--- src/rtl/bios_loadable_rom.sv ---
// Field-loadable boot BIOS: DEPTH x WIDTH image, combinational fetch port, sequential valid/ready load port.
// Optional BIOS_CHECKSUM_EN adds a running modular sum of loaded words on load_sum.
module bios_loadable_rom #(
    parameter int unsigned      WIDTH     = 16,
    parameter int unsigned      DEPTH     = 16,
    parameter int unsigned      ADDR_W    = $clog2(DEPTH),
    parameter logic [WIDTH-1:0] JUMP_WORD = 16'b1110_0000_0001_1110
) (
    input  logic              Clock,
    input  logic              Reset_n,
    input  logic [ADDR_W-1:0] rd_addr,
    output logic [WIDTH-1:0]  rd_data,
    input  logic              load_start,
    input  logic [WIDTH-1:0]  load_data,
    input  logic              load_valid,
    output logic              load_ready,
    input  logic              load_end,
    output logic              load_busy,
    output logic              load_done,
`ifdef BIOS_CHECKSUM_EN
    output logic [WIDTH-1:0]  load_sum,
`endif
    output logic [ADDR_W:0]   load_count
);

    typedef enum logic [1:0] {
        S_IDLE    = 2'd0,
        S_LOADING = 2'd1,
        S_DONE    = 2'd2
    } state_e;

    localparam logic [ADDR_W-1:0] LAST_ADDR = ADDR_W'(DEPTH - 1);
    localparam logic [ADDR_W-1:0] ADDR_ONE  = ADDR_W'(1);
    localparam logic [ADDR_W:0]   CNT_ONE   = (ADDR_W + 1)'(1);
    localparam logic [ADDR_W:0]   DEPTH_W   = (ADDR_W + 1)'(DEPTH);

    state_e             state_q;
    logic [WIDTH-1:0]   mem_q [DEPTH];
    logic [ADDR_W-1:0]  addr_q;
    logic [ADDR_W:0]    count_q;
    logic               ready_q;
    logic               busy_q;
    logic               done_q;
    logic               hs;
`ifdef BIOS_CHECKSUM_EN
    logic [WIDTH-1:0]   sum_q;
    assign load_sum = sum_q;
`endif

    assign hs         = load_valid && ready_q;
    assign load_ready = ready_q;
    assign load_busy  = busy_q;
    assign load_done  = done_q;
    assign load_count = count_q;

    // Addresses past DEPTH (non-power-of-2 DEPTH) read as zero.
    always_comb begin
        rd_data = '0;
        if ({1'b0, rd_addr} < DEPTH_W) begin
            rd_data = mem_q[rd_addr];
        end
    end

    always_ff @(posedge Clock or negedge Reset_n) begin
        if (!Reset_n) begin
            for (int unsigned i = 0; i < DEPTH; i++) begin
                mem_q[i] <= (i == 1) ? JUMP_WORD : '0;
            end
            state_q <= S_IDLE;
            addr_q  <= '0;
            count_q <= '0;
            ready_q <= 1'b0;
            busy_q  <= 1'b0;
            done_q  <= 1'b0;
`ifdef BIOS_CHECKSUM_EN
            sum_q   <= '0;
`endif
        end else begin
            unique case (state_q)
                S_IDLE, S_DONE: begin
                    if (load_start) begin
                        state_q <= S_LOADING;
                        addr_q  <= '0;
                        count_q <= '0;
                        ready_q <= 1'b1;
                        busy_q  <= 1'b1;
                        done_q  <= 1'b0;
`ifdef BIOS_CHECKSUM_EN
                        sum_q   <= '0;
`endif
                    end
                end
                S_LOADING: begin
                    // A restart drops any coincident handshake and overrides load_end.
                    if (load_start) begin
                        addr_q  <= '0;
                        count_q <= '0;
`ifdef BIOS_CHECKSUM_EN
                        sum_q   <= '0;
`endif
                    end else begin
                        if (hs) begin
                            mem_q[addr_q] <= load_data;
                            count_q       <= count_q + CNT_ONE;
`ifdef BIOS_CHECKSUM_EN
                            sum_q         <= sum_q + load_data;
`endif
                            if (addr_q != LAST_ADDR) begin
                                addr_q <= addr_q + ADDR_ONE;
                            end
                        end
                        if ((hs && addr_q == LAST_ADDR) || load_end) begin
                            state_q <= S_DONE;
                            ready_q <= 1'b0;
                            busy_q  <= 1'b0;
                            done_q  <= 1'b1;
                        end
                    end
                end
                default: begin
                    state_q <= S_IDLE;
                    ready_q <= 1'b0;
                    busy_q  <= 1'b0;
                    done_q  <= 1'b0;
                end
            endcase
        end
    end

endmodule

--- config.mk ---
export PLATFORM = sky130hd
export DESIGN_NAME = bios_loadable_rom
export DESIGN_NICKNAME = d
export VERILOG_FILES = /design/src/rtl/bios_loadable_rom.sv
export SDC_FILE = /design/constraint.sdc
export NUM_CORES = 1
export LEC_CHECK = 0
export ABC_AREA = 1
export CAP_MARGIN = 20
export CORE_MARGIN = 2
export CORE_UTILIZATION = 34
export CTS_CLUSTER_DIAMETER = 80
export DETAILED_ROUTE_END_ITERATION = 12
export PLACE_DENSITY = 0.51
export SKIP_CTS_REPAIR_TIMING = 1
export SLEW_MARGIN = 20
export SYNTH_ARGS = -nofsm -noshare
export SYNTH_HDL_FRONTEND = slang
export SYNTH_SLANG_ARGS = --single-unit
export TNS_END_PERCENT = 30
--- constraint.sdc ---
create_clock -name Clock -period 1.55 [get_ports Clock]
set_input_delay 0.31 -clock Clock [delete_from_list [all_inputs] [get_ports Clock]]
set_output_delay 0.31 -clock Clock [all_outputs]
set_load 0.005 [all_outputs]
# [Word level (Yosys, flattened, before mapping)]
# Index checks and enable logic that the tools add are counted.
[word_totals] reg_bits=269 input_bits=25 output_inout_bits=24
[classes] add_sub_neg=2 n_lt_le_gt_ge=3 eq_ne=9 mux=27 bitwise=3 reduce_logical=11
[ops] cell="$bwmux 256" count=1
[ops] cell="$bmux 16 s4" count=1
[ops] cell="$demux 16 s4" count=1
[ops] cell="$mux 16" count=3
[ops] cell="$mux 4" count=4
[ops] cell="$mux 5" count=3
[ops] cell="$ge 5x5->1 const B" count=2
[ops] cell="$not 4->5" count=2
[ops] cell="$pmux 5 s2" count=1
[ops] cell="$reduce_and 3->1" count=3
[ops] cell="$pmux 4 s2" count=1
[ops] cell="$mux 1" count=6
[ops] cell="$mux 2" count=3
[ops] cell="$ne 2x2->1 const B" count=3
[ops] cell="$ne 3x3->1 const B" count=2
[ops] cell="$add 5x1->5 const B" count=1
[ops] cell="$lt 5x1->1 const B" count=1
[ops] cell="$add 4x1->4 const B" count=1
[ops] cell="$eq 4x4->1 const B" count=1
[ops] cell="$ne 4x4->1 const B" count=1
[ops] cell="$pmux 1 s2" count=2
[ops] cell="$pmux 2 s2" count=1
[ops] cell="$reduce_and 4->1" count=1
[ops] cell="$logic_and 1x1->1" count=3
[ops] cell="other kinds (7)" count=7

# [Longest topological paths before layout]
# Gate-level depths: netlist (run 1).
[logic_depth] depth_word=6 depth_mapped=9 depth_no_buf=8

# [Least setup slack after synthesis (run 1)]
# No wires, ideal clock.
[synth_path] kind="in2out" startpoint="in rd_addr[0]" endpoint="out rd_data[8]" t_arrival_ps=1261 required_time_ps=1240 path_slack_ps=-21 path_stages=9 path_buffers=2 cell_sequence="inv_1 -> clkbuf_1 -> clkbuf_1 -> nand2_1 -> nand2_1 -> nand2_1 -> nand3_1 -> nand3_1 -> nand2_1"
[synth_between] elab_chain_len=4
[synth_lines] element="start: declaration" line="11" text="input logic [ADDR_W-1:0] rd_addr,"
[synth_lines] element="$not 4->5 (implied by the code)" line="60" text="rd_data = mem_q[rd_addr];"
[synth_lines] element="$bmux 16 s4" line="60"
[synth_lines] element="$mux 16 (implied by the code) (2 in a row)" line="60"
[synth_lines] element="end: declaration" line="12" text="output logic [WIDTH-1:0] rd_data,"
# No other way between the ends. The select of a mux whose other input is x is not followed.

# [Worst setup path after layout (run 1)]
[layout_path] startpoint="reg mem_q[239] (netlist name)" endpoint="out rd_data[15]"
[layout_between] elab_chain_len=3
[layout_lines] element="start: declaration" line="38" text="logic [WIDTH-1:0] mem_q [DEPTH];"
[layout_lines] element="start signal: indexed assignment" line="67" text="mem_q[i] <= (i == 1) ? JUMP_WORD : '0;"
[layout_lines] element="start signal: indexed assignment" line="103" text="mem_q[addr_q] <= load_data;"
[layout_lines] element="$bmux 16 s4" line="60"
[layout_lines] element="$mux 16 (implied by the code) (2 in a row)" line="60"
# No other way between the ends. The select of a mux whose other input is x is not followed.

==> results.tsv, run 1 <==
stage	metric	value	unit
status	status	finished with violations	
status	failing checks	negative setup slack	
global_routing	GRT overflow	0	
sta	slew margin rel.	45.8	%
detailed_routing	residual DRC count	0	
detailed_routing	DR pass1 iterations	5	
floorplan	Die ar.	40400	um2
worst_setup_path	crit end category	output port	
cells_and_area	Layout Utilization	45.7	%
sta	Tcrit/Tclk final	127	%
sta	max frequency	509	MHz
floorplan	Ports	49	
logic_synthesis	largest family of logic cells by synthesized area	simple AND/OR/NAND/NOR gates	
floorplan	FP Rows	72	
sta	RSZ-0062 raised after global routing	true	
placement	port buffer count	48	
detailed_routing	DRT antenna net count	0	
worst_setup_path	reg2reg setup slack	-0.23	ns
worst_setup_path	WP data required	1.24	ns
logic_synthesis	Post-synth top cells	631 x nand2_1, 261 x dfrtp_1, 225 x inv_1	
logic_synthesis	top-count cell post-synth	nand2_1	
logic_synthesis	Mapped Cells	1745	
detailed_routing	Via-to-Cell Ratio	4.92	
clocking	Clock Tree Root	clkbuf_16	
logic_synthesis	adder-cell share of the synthesized area	0.474	%
worst_setup_path	critical path arrival	1.66	ns
logic_synthesis	xor/xnor cell area share of the yosys netlist	0.0663	%
logic_synthesis	synth warn	0	
logic_synthesis	EDFF count, synth	0	
placement	area of placed instances	15000	um2
logic_synthesis	Syn Nets	1775	
logic_synthesis	top cell type by total area after synthesis	dfrtp_1	
floorplan	die extent in x	201	um
logic_synthesis	Synth Area in Compound Gates	10.1	%
clocking	htree depth	1	
sta	Slew Limit Fails	0	
placement	GPL Wtd Cong	0.769	
detailed_routing	Initial DRC Count	890	
power_and_ir_drop	Leak Pwr	8.36	nW
sta	Hold Violations, Final	0	
worst_setup_path	Critical Path Source Type	flop	
worst_setup_path	crit path max fanout	2	
power_and_ir_drop	PD cells	1030	nW/um2
sta	Slew @ Worst Pin	0.812	ns
power_and_ir_drop	Peak VDD IR	0.000791	V
logic_synthesis	mux share of post-synthesis cell area	0	%
logic_synthesis	area share of the largest cell type after synthesis	49.4	%
power_and_ir_drop	Power Total	18.1	mW
floorplan	Core ar.	38500	um2
detailed_routing	Detailed Route WL	46200	um
clocking	Clock Tree Buf Depth	3	
cells_and_area	cell area after layout	17600	um2
logic_synthesis	ranking of synthesized cells by area	dfrtp_1 49%, nand2_1 18%, nand3_1 7.9%	
sta	Post-Route Setup TNS	-31.29	ns
logic_synthesis	ys flop type	dfrtp_1	
sta	number of setup violations in the final report	267	
logic_synthesis	sequential-to-total area share from yosys stat	50.8	%
sta	final worst slack	-0.415	ns
logic_synthesis	Synth async-reset ratio	100	%
logic_synthesis	Synth cell types	27	
logic_synthesis	Post-Syn Area	13200	um2
sta	Clock Skews	0.0177	ns
global_routing	largest net degree at the start of global routing	53	
clocking	clock latency on the worst-skew pair	0.59	ns
clocking	CTS tree	built	
logic_synthesis	Synth Area in Simple Gates	27.6	%
cells_and_area	diodes inserted	0	
clocking	CTS buffer count	31	
floorplan	Initial Util	34.3	%
global_routing	initial antenna violation count	0	
placement	hpwl dp	24700	um
global_routing	gr usage total	20.4	%
flow_run	# Max-Cap Violations	0	
worst_setup_path	reg2reg end	mem_q[125]$_DFFE_PN0P_	
cells_and_area	area grow syn2layout	33.2	%
worst_setup_path	CP Class	reg2out	
logic_synthesis	FF+latch count, synth	268	
clocking	Clock Sinks	268	
cells_and_area	Layout Nets	1886	
global_routing	vias in the first global route	11286	
clocking	clock-pin slew on the worst setup and hold paths	0.06	ns
sta	Tmin final	1.97	ns
detailed_routing	via count	11795	
global_routing	first-pass GRT wire length	64700	um
logic_synthesis	synthesized area per cell	7.57	um2
floorplan	Die Y	201	um
worst_setup_path	R2R depth	9	
detailed_routing	Routed wire per std cell	19.3	um
worst_setup_path	r2r startpoint	load_done$_DFFE_PN0P_	
min_path	Hold WC Path Type	in2async	
cells_and_area	Filler Cell Count	3853	
cells_and_area	share of cells above drive strength 1	24.9	%
-- worst max-delay path: stages, from the launching register on --
cell     delay (ns)
dfstp_2        0.53
inv_2          0.03
nand2_1        0.04
nand3_1        0.06
nand3_1        0.09
nand3_2        0.10
nand2_4        0.11
buf_6          0.10
-- metrics by stage --
stage          std cells  worst slack, ns  hold slack, ns
2_1_floorplan       1745          -0.0143          0.0144
3_3_place_gp        2297           -0.659           0.228
6_report            2398           -0.415           0.209
5_1_grt             2398           -0.473           0.220
4_1_cts             2354           -0.927          -0.397
3_5_place_dp        2297           -0.687           0.231
-- final cells by class --
type                            instances  area (um2)  area share [%]
Sequential cell                       268        6720            38.2
Multi-Input combinational cell       1134        6020            34.2
Timing Repair Buffer                  194        2380            13.5
Clock buffer                           47         906            5.15
Inverter                              227         855            4.86
Tap cell                              518         648            3.68
Clock inverter                         10        71.3           0.405
-- worst max path at each step --
stage,from,end,slack (ns),depth (start not counted)
3_5_place_dp,rd_addr[0],rd_data[10],-0.69,9
5_1_grt,mem_q[237]$_DFFE_PN1P_,rd_data[13],-0.47,7
2_1_floorplan,rd_addr[0],rd_data[7],-0.01,9
3_3_place_gp,rd_addr[1],rd_data[10],-0.66,9
4_1_cts,mem_q[239]$_DFFE_PN1P_,rd_data[15],-0.93,7
6_report,mem_q[239]$_DFFE_PN1P_,rd_data[15],-0.42,7
-- cells in the final DEF (no fill, tap or decap), types with 3 or more instances in the layout --
cell / count
nand2_2: 90
ha_1: 4
o21ai_2: 42
dfstp_2: 7
nor2_4: 3
clkbuf_1: 9
dfrtp_1: 261
nand2_4: 35
nand3_1: 154
buf_2: 3
o21ai_0: 100
nand3_4: 13
o21ai_1: 116
clkbuf_8: 7
dlymetal6s2s_1: 6
buf_4: 76
buf_12: 43
inv_2: 11
clkbuf_2: 11
clkinv_2: 7
nand3_2: 47
nor2_1: 11
clkdlybuf4s50_1: 20
inv_1: 215
clkbuf_16: 46
nand2_1: 507
buf_6: 18
-- metal layers --
| layer | wire length, um | part of all wire, % | up-vias | track usage, % |
|---|---|---|---|---|
| met2 | 22300 | 48 | 325 | 35.5 |
| li1 | - | - | 5687 | - |
| met1 | 20200 | 44 | 5703 | 27.0 |
| met4 | 1340 | 2.9 | 0 | 4.97 |
| met3 | 2370 | 5.1 | 80 | 2.41 |
| met5 | 0 | 0 | - | 0 |
-- flip-flops by register name, summed over array words and instances, names as in the netlist --
register / cells
load_count: 5
mem_q: 256
load_done: 1
addr_q: 4
state_q: 1
load_busy: 1
-- cell families after synthesis --
group | after synthesis
simple gates | 866
buf+inv | 344
flops | 268
compound gates | 261
fa+ha+maj | 5
xor+xnor | 1
-- power breakdown --
part | switching, mW | internal, mW
Combinational | 1.79 | 1.32
Sequential | 0.309 | 7.55
Clock | 3.06 | 4.03
Total | 5.16 | 12.9
No activity file was read; power rests on OpenSTA's default activity.
==> inputs of run 2 (changes only) <==
--- a/config.mk
+++ b/config.mk
@@ -7,11 +7,10 @@
 export LEC_CHECK = 0
 export ABC_AREA = 1
 export CAP_MARGIN = 20
-export CORE_MARGIN = 2
-export CORE_UTILIZATION = 34
+export CORE_UTILIZATION = 40
 export CTS_CLUSTER_DIAMETER = 80
 export DETAILED_ROUTE_END_ITERATION = 12
-export PLACE_DENSITY = 0.51
+export PLACE_DENSITY = 0.58
 export SKIP_CTS_REPAIR_TIMING = 1
 export SLEW_MARGIN = 20
 export SYNTH_ARGS = -nofsm -noshare
==> run 2 against run 1 <==
The flow still finishes with violations (negative setup slack); wire length increased by 1.8%; clock-buffer cell count increased by 2; sequential cell count did not move; total power rose by 1.5%; combinational power up 1%; cell count is 2.8% lower; sequential power is essentially flat; worst hold slack better by 0.0064 ns.
==> results.tsv, run 2 (synthesis gave the netlist of run 1 again) <==
stage	metric	value	unit
status	status	finished with violations	
status	failing checks	negative setup slack	
global_routing	initial antenna violation count	1	
detailed_routing	Initial DRC Count	886	
floorplan	FP Rows	66	
worst_setup_path	crit path max fanout	2	
sta	Clock Skews	0.00601	ns
cells_and_area	area grow syn2layout	35.2	%
power_and_ir_drop	Peak VDD IR	0.000772	V
sta	number of setup violations in the final report	260	
placement	pre-CTS setup slack	-0.817	ns
worst_setup_path	R2R depth	9	
clocking	CTS buffer count	30	
worst_setup_path	CP Class	reg2out	
placement	GPL Wtd Cong	0.834	
cells_and_area	most common cell after layout, fill and taps aside	nand2_1	
power_and_ir_drop	PD cells	1030	nW/um2
sta	Slew @ Worst Pin	0.773	ns
worst_setup_path	r2r startpoint	state_q[0]$_DFFE_PN0P_	
global_routing	largest net degree at the start of global routing	60	
cells_and_area	max reg flops	256	
cells_and_area	Filler Cell Count	2994	
worst_setup_path	Critical Path Source Type	flop	
sta	Tmin final	1.95	ns
sta	Tcrit/Tclk final	126	%
power_and_ir_drop	Leak Pwr	8.59	nW
clocking	Clock Tree Buf Depth	3	
worst_setup_path	family with the most delay on the worst path	flip-flops	
sta	RSZ-0062 raised after global routing	true	
worst_setup_path	reg2reg setup slack	-0.18	ns
worst_setup_path	Crit path top cell by count	nand3_1	
cells_and_area	share of cells above drive strength 1	26.8	%
cells_and_area	Layout Utilization	54.9	%
sta	max frequency	514	MHz
placement	hpwl dp	23300	um
cells_and_area	Most flops, register	mem_q	
placement	port buffer count	48	
detailed_routing	DR pass1 iterations	6	
sta	Slew Limit Fails	0	
worst_setup_path	Max stage delay on crit path	0.42	ns
clocking	CTS tree	built	
floorplan	Initial Util	40.6	%
floorplan	Ports	49	
detailed_routing	residual DRC count	0	
global_routing	first-pass GRT wire length	60400	um
detailed_routing	DRT antenna net count	0	
cells_and_area	most frequent cells in the layout	493 x nand2_1, 260 x dfrtp_1, 216 x inv_1, 144 x nand3_1, 118 x o21ai_1	
clocking	htree depth	1	
clocking	Clock Sinks	268	
global_routing	GRT overflow	0	
clocking	clock-pin slew on the worst setup and hold paths	0.06	ns
cells_and_area	diodes inserted	0	
flow_run	# Max-Cap Violations	0	
worst_setup_path	reg2reg end	mem_q[59]$_DFFE_PN0P_	
global_routing	gr usage total	23.1	%
worst_setup_path	crit end category	output port	
floorplan	Die Y	184	um
detailed_routing	Routed wire per std cell	20.2	um
clocking	clock latency on the worst-skew pair	0.56	ns
floorplan	Die ar.	33800	um2
sta	Hold Violations, Final	0	
worst_setup_path	critical path arrival	1.64	ns
sta	Post-Route Setup TNS	-29.97	ns
worst_setup_path	CP max stage cell	dfrtp_1	
sta	slew margin rel.	48.4	%
sta	final worst slack	-0.397	ns
detailed_routing	Via-to-Cell Ratio	5.25	
worst_setup_path	worst path buffer plus inverter count	2	
global_routing	vias in the first global route	10842	
cells_and_area	Layout Nets	1894	
worst_setup_path	WP data required	1.24	ns
detailed_routing	via count	12234	
clocking	Clock Tree Root	clkbuf_16	
floorplan	Core ar.	32500	um2
floorplan	die extent in x	184	um
worst_setup_path	CP Cell Sequence	inv_1, nand2_1, nand3_1, nand3_1, nand3_1, nand2_2, dlymetal6s2s_1	
min_path	Hold WC Path Type	in2async	
detailed_routing	Detailed Route WL	47100	um
-- run 2: cell types whose count changed in the layout (fill, tap and decap cells not counted), sizes merged --
cell	delta
clkinv	-2
buf	-2
inv	-1
clkbuf	+7
dlymetal6s2s	+6
-- run 2: worst max path at each step --
stage	start	endpoint	slack (ns)	cells past startpoint
floorplan	rd_addr[0]	rd_data[7]	-0.01	9
global placement	rd_addr[2]	rd_data[10]	-0.81	7
detailed placement	rd_addr[2]	rd_data[10]	-0.82	7
CTS	mem_q[237]$_DFFE_PN1P_	rd_data[13]	-0.93	7
global route	mem_q[0]$_DFFE_PN0P_	rd_data[0]	-0.48	7
finish	mem_q[121]$_DFFE_PN0P_	rd_data[9]	-0.40	7
-- run 2: stage by stage --
step           cell area (um2)  instances  hold slack, ns  power (mW)
5_1_grt                  17900       2330           0.228        19.1
2_1_floorplan            13200       1745          0.0144        9.37
6_report                 17900       2330           0.216        18.3
3_3_place_gp             14900       2218           0.205        10.6
4_1_cts                  16000       2274          -0.384        18.0
3_5_place_dp             14900       2218           0.205        10.7
-- run 2: report_power, final --
part	switching, mW	internal, mW
clock network	2.98	4.34
registers	0.295	7.55
logic	1.76	1.40
-- run 2: layout make-up --
class	instances	area, um2	area share [%]
Multi-Input combinational cell	1134	6090	34.1
Timing Repair Buffer	203	2610	14.6
Clock buffer	49	993	5.56
Sequential cell	268	6720	37.6
Tap cell	442	553	3.10
Inverter	227	855	4.79
Clock inverter	7	37.5	0.210
-- run 2: per-layer routing --
metal / part of all wire [%] / up-vias / track usage [%] / routed length (um)
met1: 41 / 5927 / 30.6 / 19300
met2: 47 / 459 / 39.0 / 22200
met4: 4.6 / 2 / 7.80 / 2170
li1: - / 5712 / - / -
met3: 7.1 / 134 / 2.99 / 3360
met5: 0.019 / - / 0 / 9
